--- src/rtl/mod_inv_fermat.sv ---
// mod_inv_fermat: modular inverse inv = a^(Q-2) mod Q (Fermat) for Q = 12587009.
// A square-and-multiply FSM drives one pipelined Barrett multiplier (mul_mod).
// Optional build macro: MOD_INV_SELFCHECK_EN adds a final a*inv multiply and
// reports check_ok = (a*inv mod Q == 1) || (a == 0); otherwise check_ok is tied
// high once reset is released.

// Pipelined modular multiplier: o_p = i_x * i_y mod Q, valid MUL_LAT cycles
// after the operands are presented. MUL_LAT must be at least 3.
module mul_mod #(
  parameter int unsigned MUL_LAT = 10,
  parameter logic [23:0] Q       = 24'd12587009
) (
  input  logic        clk,
  input  logic        resetn,
  input  logic [23:0] i_x,
  input  logic [23:0] i_y,
  output logic [23:0] o_p
);

  localparam int unsigned W   = 24;
  localparam int unsigned PW  = 2 * W;
  localparam int unsigned MW  = 25;
  localparam int unsigned DLY = MUL_LAT - 2;

  // Barrett constant floor(2^48 / Q); fits in 25 bits because Q > 2^23.
  localparam logic [48:0]    MU_FULL = (49'd1 << 48) / {25'd0, Q};
  localparam logic [MW-1:0]  MU      = MU_FULL[MW-1:0];

  logic [PW-1:0] r_p1;
  logic [PW-1:0] r_p2;
  logic [MW-1:0] r_qh;
  logic [W-1:0]  r_dly [DLY];
  logic [25:0]   w_rem;
  logic [W-1:0]  w_red;

  // Remainder after the quotient estimate is < 2Q, so one conditional subtract.
  always_comb begin
    w_rem = 26'(r_p2) - 26'({24'd0, r_qh} * {25'd0, Q});
    w_red = (w_rem >= {2'd0, Q}) ? W'(w_rem - {2'd0, Q}) : w_rem[W-1:0];
  end

  // Stage 1 product, stage 2 quotient estimate, stage 3 reduction, then delay.
  always_ff @(posedge clk or negedge resetn) begin
    if (!resetn) begin
      r_p1 <= '0;
      r_p2 <= '0;
      r_qh <= '0;
      for (int unsigned k = 0; k < DLY; k++) r_dly[k] <= '0;
    end else begin
      r_p1     <= {24'd0, i_x} * {24'd0, i_y};
      r_p2     <= r_p1;
      r_qh     <= MW'(({25'd0, r_p1} * {48'd0, MU}) >> 48);
      r_dly[0] <= w_red;
      for (int unsigned k = 1; k < DLY; k++) r_dly[k] <= r_dly[k-1];
    end
  end

  assign o_p = r_dly[DLY-1];

endmodule

module mod_inv_fermat #(
  parameter int unsigned MUL_LAT = 10,
  parameter logic [23:0] Q       = 24'd12587009
) (
  input  logic        clk,
  input  logic        resetn,
  input  logic        start,
  input  logic [23:0] a,
  output logic        busy,
  output logic        done,
  output logic [23:0] inv,
  output logic        check_ok
);

  localparam int unsigned W     = 24;
  localparam int unsigned IW    = 5;
  localparam int unsigned CNT_W = $clog2(MUL_LAT);
  localparam logic [W-1:0] E    = Q - 24'd2;

  typedef enum logic [2:0] {
    S_IDLE,
    S_SQR,
    S_WAIT_S,
    S_MUL,
    S_WAIT_M,
    S_CHK,
    S_WAIT_C
  } state_t;

  state_t           r_state;
  logic [W-1:0]     r_a;
  logic [W-1:0]     r_r;
  logic [W-1:0]     r_y;
  logic [IW-1:0]    r_i;
  logic [CNT_W-1:0] r_cnt;
  logic             r_busy;
  logic             r_done;
  logic [W-1:0]     r_inv;
  logic             r_check_ok;

  logic [W-1:0]     w_a_red;
  logic [W-1:0]     w_prod;

  // Operand reduction into [0, Q): 2^24 < 2Q so one subtract is enough.
  always_comb begin
    w_a_red = (a >= Q) ? W'(a - Q) : a;
  end

  // Multiplier operands come straight from r_r / r_y and stay put while waiting.
  mul_mod #(
    .MUL_LAT (MUL_LAT),
    .Q       (Q)
  ) u_mul (
    .clk    (clk),
    .resetn (resetn),
    .i_x    (r_r),
    .i_y    (r_y),
    .o_p    (w_prod)
  );

  // Square-and-multiply sequencer. Loading r and the first-square operands
  // happens on the accept edge (bit 23 of E), and the "next bit" decision is
  // folded into each capture cycle, so every op costs exactly MUL_LAT+1 cycles.
  always_ff @(posedge clk or negedge resetn) begin
    if (!resetn) begin
      r_state    <= S_IDLE;
      r_a        <= '0;
      r_r        <= '0;
      r_y        <= '0;
      r_i        <= '0;
      r_cnt      <= '0;
      r_busy     <= 1'b0;
      r_done     <= 1'b0;
      r_inv      <= '0;
      r_check_ok <= 1'b0;
    end else begin
      r_done <= 1'b0;
`ifndef MOD_INV_SELFCHECK_EN
      r_check_ok <= 1'b1;
`endif
      case (r_state)
        S_IDLE: begin
          if (start) begin
            r_a     <= w_a_red;
            r_r     <= w_a_red;
            r_y     <= w_a_red;
            r_i     <= IW'(22);
            r_busy  <= 1'b1;
            r_state <= S_SQR;
`ifdef MOD_INV_SELFCHECK_EN
            r_check_ok <= 1'b0;
`endif
          end
        end

        S_SQR: begin
          r_cnt   <= CNT_W'(MUL_LAT - 1);
          r_state <= S_WAIT_S;
        end

        S_MUL: begin
          r_cnt   <= CNT_W'(MUL_LAT - 1);
          r_state <= S_WAIT_M;
        end

        S_WAIT_S, S_WAIT_M: begin
          if (r_cnt != '0) begin
            r_cnt <= r_cnt - CNT_W'(1);
          end else if ((r_state == S_WAIT_S) && E[r_i]) begin
            r_r     <= w_prod;
            r_y     <= r_a;
            r_state <= S_MUL;
          end else if (r_i == '0) begin
`ifdef MOD_INV_SELFCHECK_EN
            r_r     <= w_prod;
            r_y     <= r_a;
            r_state <= S_CHK;
`else
            r_r     <= w_prod;
            r_inv   <= w_prod;
            r_done  <= 1'b1;
            r_busy  <= 1'b0;
            r_state <= S_IDLE;
`endif
          end else begin
            r_r     <= w_prod;
            r_y     <= w_prod;
            r_i     <= r_i - IW'(1);
            r_state <= S_SQR;
          end
        end

`ifdef MOD_INV_SELFCHECK_EN
        S_CHK: begin
          r_cnt   <= CNT_W'(MUL_LAT - 1);
          r_state <= S_WAIT_C;
        end

        S_WAIT_C: begin
          if (r_cnt != '0) begin
            r_cnt <= r_cnt - CNT_W'(1);
          end else begin
            r_inv      <= r_r;
            r_check_ok <= (w_prod == W'(1)) || (r_a == '0);
            r_done     <= 1'b1;
            r_busy     <= 1'b0;
            r_state    <= S_IDLE;
          end
        end
`endif

        default: begin
          r_busy  <= 1'b0;
          r_state <= S_IDLE;
        end
      endcase
    end
  end

  assign busy     = r_busy;
  assign done     = r_done;
  assign inv      = r_inv;
  assign check_ok = r_check_ok;

endmodule

--- config.mk ---
export PLATFORM = sky130hd
export DESIGN_NAME = mod_inv_fermat
export DESIGN_NICKNAME = d
export VERILOG_FILES = /design/src/rtl/mod_inv_fermat.sv
export SDC_FILE = /design/constraint.sdc
export NUM_CORES = 2
export LEC_CHECK = 0
export CAP_MARGIN = 30
export CORE_ASPECT_RATIO = 0.9
export CORE_MARGIN = 5
export CORE_UTILIZATION = 60
export CTS_CLUSTER_SIZE = 30
export DETAILED_ROUTE_END_ITERATION = 10
export PLACE_DENSITY_LB_ADDON = 0.1
export SLEW_MARGIN = 5
export SYNTH_ARGS = -nofsm -noshare
export SYNTH_HDL_FRONTEND = slang
export SYNTH_SLANG_ARGS = --single-unit
--- constraint.sdc ---
create_clock -name clk -period 19 [get_ports clk]
set_input_delay 3.8 -clock clk [delete_from_list [all_inputs] [get_ports clk]]
set_output_delay 3.8 -clock clk [all_outputs]
set_load 0.005 [all_outputs]
# Yosys cells after proc, flatten, opt, wreduce, memory -nomap -nowiden

Memories as Yosys holds them, arrays and structs flattened.
Cells that the tools add are included.

Memories kept: 1
Input bits: 27
Register bits after elaboration: 402
Output and inout port bits: 27
Memory bits (read-only): 32

Memory list:

| memory           | depth | width | read ports | clocked after memory_dff | write ports | line | source |
|---|---|---|---|---|---|---|---|
| (name not given) | 32    | 1     | 1          | 0                        | 0           | 170  | `end else if ((r_state == S_WAIT_S) && E[r_i]) begin` |

Reductions and logical operators: 16
Bitwise gates (word level): 3
Equality and inequality tests: 11
$lt $le $gt $ge: 3
Multiplexer cells: 31
Multiply operators: 3
Add/subtract/negate cells: 5

Operator list:

| kind                   | number |
|---|---|
| $mux 24                | 7 |
| $pmux 24 s2            | 2 |
| $mul 48x23->71 const B | 1 |
| $mul 24x24->48         | 1 |
| $sub 24x24->24 const B | 2 |
| $ge 26x24->1 const B   | 1 |
| $mul 25x24->26 const B | 1 |
| $sub 26x26->26         | 1 |
| $ge 24x24->1 const B   | 1 |
| $mux 5                 | 4 |
| $ne 2x2->1 const B     | 6 |
| $pmux 3 s4             | 1 |
| $mux 1                 | 10 |
| $pmux 5 s2             | 1 |
| $reduce_and 5->1       | 2 |
| $pmux 4 s2             | 1 |
| $reduce_and 4->1       | 2 |
| $eq 3x2->1 const B     | 2 |
| $lt 5x6->1 const B     | 1 |
| $mux 3                 | 2 |
| $reduce_and 2->1       | 3 |
| $logic_not 5->1        | 1 |
| $sub 5x1->5 const B    | 1 |
| $mux 4                 | 1 |
| 13 further kinds       | 17 |

# Depth between registers and ports, before layout

Word-level depth: 6
Gate-level depth with buffers: 27
Gate-level depth less buffers: 26

# Modules after synthesis

Synthesis repeated with hierarchy kept, for this count alone.

Cell total of the unflattened synthesis: 5300
Area total of the unflattened synthesis: 53742.8 sq um

Modules (own cells, without submodules):

| module         | area an instance (sq um) | cells each | instances |
|---|---|---|---|
| mul_mod        | 48088.6                  | 4691       | 1 |
| mod_inv_fermat | 5654.2                   | 609        | 1 |

# Least setup slack after synthesis

OpenSTA, ideal clock, no wires.

Path type: register -> register
From: reg r_y[3]
To: reg u_mul.r_p1[42]
Clock period less this slack: 6822 ps
Stages on the path, launching flop included: 27
Setup time: 131 ps
Buffers on the path: 1
Arrival: 6691 ps
Slack: 12178 ps
Required time: 18869 ps
Path through: dfrtp_1 > clkbuf_1 > nand2_1 > fa_1 > inv_1 > fa_1 > inv_1 > fa_1 > inv_1 > fa_1 > inv_1 > fa_1 > inv_1 > fa_1 > inv_1 > fa_1 > inv_1 > ha_1 > a21oi_1 > o21bai_1 > a311oi_1 > o41ai_1 > o21ba_1 > o41a_1 > o21ai_1 > o21ai_0 > xor2_1

Cells in the longest elaborated chain, start to end: 1

RTL lines:

| what                   | line | source |
|---|---|---|
| from (decl)            | 94   | `logic [W-1:0] r_y;` |
| from (signal assigned) | 147  | `r_y <= w_a_red;` |
| from (signal assigned) | 172  | `r_y <= r_a;` |
| from (signal assigned) | 188  | `r_y <= w_prod;` |
| $mul 24x24->48         | 50   | `r_p1 <= {24'd0, i_x} * {24'd0, i_y};` |
| to (signal assigned)   | 50   |  |
| to (decl)              | 29   | `logic [PW-1:0] r_p1;` |

No other way between the ends.
A chain may end at the register's enable or synchronous reset.

# Final worst setup path

From: reg r_r[10]
To: reg u_mul.r_p1[46]

Cells in the longest elaborated chain, start to end: 1

RTL lines:

| what                   | line | source |
|---|---|---|
| from (decl)            | 93   | `logic [W-1:0] r_r;` |
| from (signal assigned) | 146  | `r_r <= w_a_red;` |
| from (signal assigned) | 171  | `r_r <= w_prod;` |
| from (signal assigned) | 180  | `r_r <= w_prod;` |
| $mul 24x24->48         | 50   |  |

No other way between the ends.

==> metrics.cfg <==
[critical_path]
end_kind=register
critPathKind=register to register
cp.required_ns=19.53
regToRegSetupSlack_ns=11.18
critPathLaunchType=register
worstPathMaxFanout=25
worstPathArrival_ns=8.35

[placement]
port_buffers=53
place_congestion=0.8941
dpl.hpwl_um=106100

[synth]
seq_area_frac_synth=0.1868
synth_fp_nets=7103
synth_cell_type_count=82
synth_top_area_cell=fa_1
synth_area_leaders=fa_1 (35%), dfrtp_1 (19%), ha_1 (16%), inv_1 (9.3%), nand2_1 (4.1%)
syn-cell-area_um2=53850
syn_inst=5434
syn_area_per_cell_um2=9.910
synth_warnings=0
async_reset_ff_frac=1.000
synth-seq-cells=402
synth_top_area_share=0.3494
ys.flop_type=dfrtp_1
synth_edf_count=0

[cells_and_area]
n_antenna_cell=0
layout-drive-gt1-share=0.02422
layout_common_cells=inv_1 (1338), fa_1 (940), ha_1 (702)
register_area_um2=10060
syn2layout_area_growth_pct=6.599
layout_commonest_cell=inv_1
fin_nets=7082
fillers=7229
multi_input_comb_area_um2=38180

[global_routing]
grt_max_degree=139
antenna_found_initial=3
grt_overflow=0
globalRouteTotalUtil=0.2825
grt_pass1_wl_um=213500
grt_pass1_vias=38856

[timing]
max_freq_ghz=0.1279
whs_ns=0.3379
final-setup-viol-count=0
skew_ns=0.04461
worstMarginPinSlew_ns=1.058
drv_slew=0
finalHoldViolations=0
finalSetupTns_ns=0
finalCritPeriodShare=0.4116
rsz0062_at_grt=no
fin_crit_ns=7.821
relSlewSlack=0.2943

[die]
io_pins=54
design.die.area_um2=95850
core_um2=89270
initial_core_util=0.6033
rows=104
die_h_um=294.2
dieWidth_um=325.8

[detailed_routing]
drt-total-wl_um=130300
post_drt_wl_per_cell_um=19.69
drcViolationCount=0
route.vias.total=36031
vias_per_cell=5.447
drt_iter0_drc=2141
ant_nets=0
drt_first_pass_iters=7

[clock_network]
cts-root-buf=clkbuf_16
h-tree-depth=2
cts_max_path_buffers=3
hold_buffers=0
clkTransAtPathRegs_ns=0.06
cts_tree=done
cts_made_buffers=44
cts.repair.resized=0
clock_sinks=402
clkLatencyLatePin_ns=0.62
post_cts_buffers=0

[status]
status=complete, no violations

[hold_path]
hold_path.class=register to register

[job]
drv_cap=0

-- registers in the layout (all words and copies together), names as in the netlist --
| name | cells |
|---|---|
| r_y | 24 |
| done | 1 |
| u_mul.r_dly | 168 |
| busy | 1 |
| u_mul.o_p | 24 |
| r_cnt | 4 |
| r_i | 5 |
| r_r | 24 |
| r_state | 3 |
| check_ok | 1 |
| u_mul.r_p1 | 48 |
| u_mul.r_qh | 25 |
| inv | 24 |
| u_mul.r_p2 | 26 |
| r_a | 24 |
-- kinds of logic after synthesis --
| family | count (synthesis) | synth area share |
|---|---|---|
| compound gates | 508 | 0.06060 |
| other cells | 1 | 0.00006964 |
| mux | 6 | 0.001162 |
| simple gates | 1243 | 0.1115 |
| fa+ha+maj | 1642 | 0.5125 |
| buf+inv | 1491 | 0.1044 |
| xor+xnor | 141 | 0.02293 |
| flops | 402 | 0.1868 |
-- through the flow --
step                area (µm²)  std cells  setup WS, ns  utilization
floorplan                53850       5434         12.18            -
detailed placement       55520       6524         11.11       0.6220
CTS                      57160       6606         11.08       0.6403
finish                   57410       6615         11.18       0.6431
global placement         55390       6518         11.16       0.6205
global route             57410       6615         10.74       0.6431
-- cells in the mapped netlist, drive strengths merged, types with 51 or more instances --
cell type     n
o21ai       128
inv        1339
fa          940
a21oi       134
nand2       590
ha          702
dfrtp       402
nand3        51
nor2        107
xnor2        88
clkbuf      142
xor2         53
and2        320
a21o         74
-- routing by layer --
| metal | vias to the layer above | share of wire | GRT usage |
|---|---|---|---|
| met2 | 1021 | 0.47 | 0.4587 |
| met5 | - | 0 | 0 |
| met1 | 18305 | 0.45 | 0.4096 |
| met4 | 0 | 0.022 | 0.06021 |
| met3 | 183 | 0.066 | 0.04479 |
| li1 | 16522 | - | - |
-- final timing paths --
check | start | end | cells after the start
worst max-delay path | r_r[10] | u_mul.r_p1[46] | 22
worst min-delay path | u_mul.r_dly[37] | u_mul.o_p[13] | 0
worst max register to register | r_r[10] | u_mul.r_p1[46] | 22
worst min register to register | u_mul.r_dly[37] | u_mul.o_p[13] | 0
max in group asynchronous | resetn | u_mul.r_qh[9] | 5
min in group asynchronous | resetn | r_cnt[2] | 1
-- layout make-up --
type,count,area share
Clock buffer,61,0.02188
Clock inverter,21,0.006648
Inverter,1339,0.08755
Multi-Input combinational cell,3541,0.6651
Sequential cell,402,0.1752
Tap cell,1166,0.02541
Timing Repair Buffer,85,0.01818
-- critical path, cell delays in order, from the launching register on --
cell     delay [ns]
dfrtp_1        0.97
nand2_1        0.18
fa_1           0.55
fa_1           0.56
inv_1          0.06
fa_1           0.50
inv_1          0.06
fa_1           0.54
inv_1          0.06
fa_1           0.50
fa_1           0.51
inv_1          0.05
fa_1           0.48
inv_1          0.04
ha_1           0.36
and3_1         0.23
nand3_1        0.08
o41ai_1        0.78
o21ba_1        0.33
o41a_1         0.28
o21ai_1        0.15
o31ai_1        0.30
xor2_1         0.17
Power is left out: the tool's default activity adds up to more than one toggle a clock period on the data nets, which glitch-free logic cannot reach.
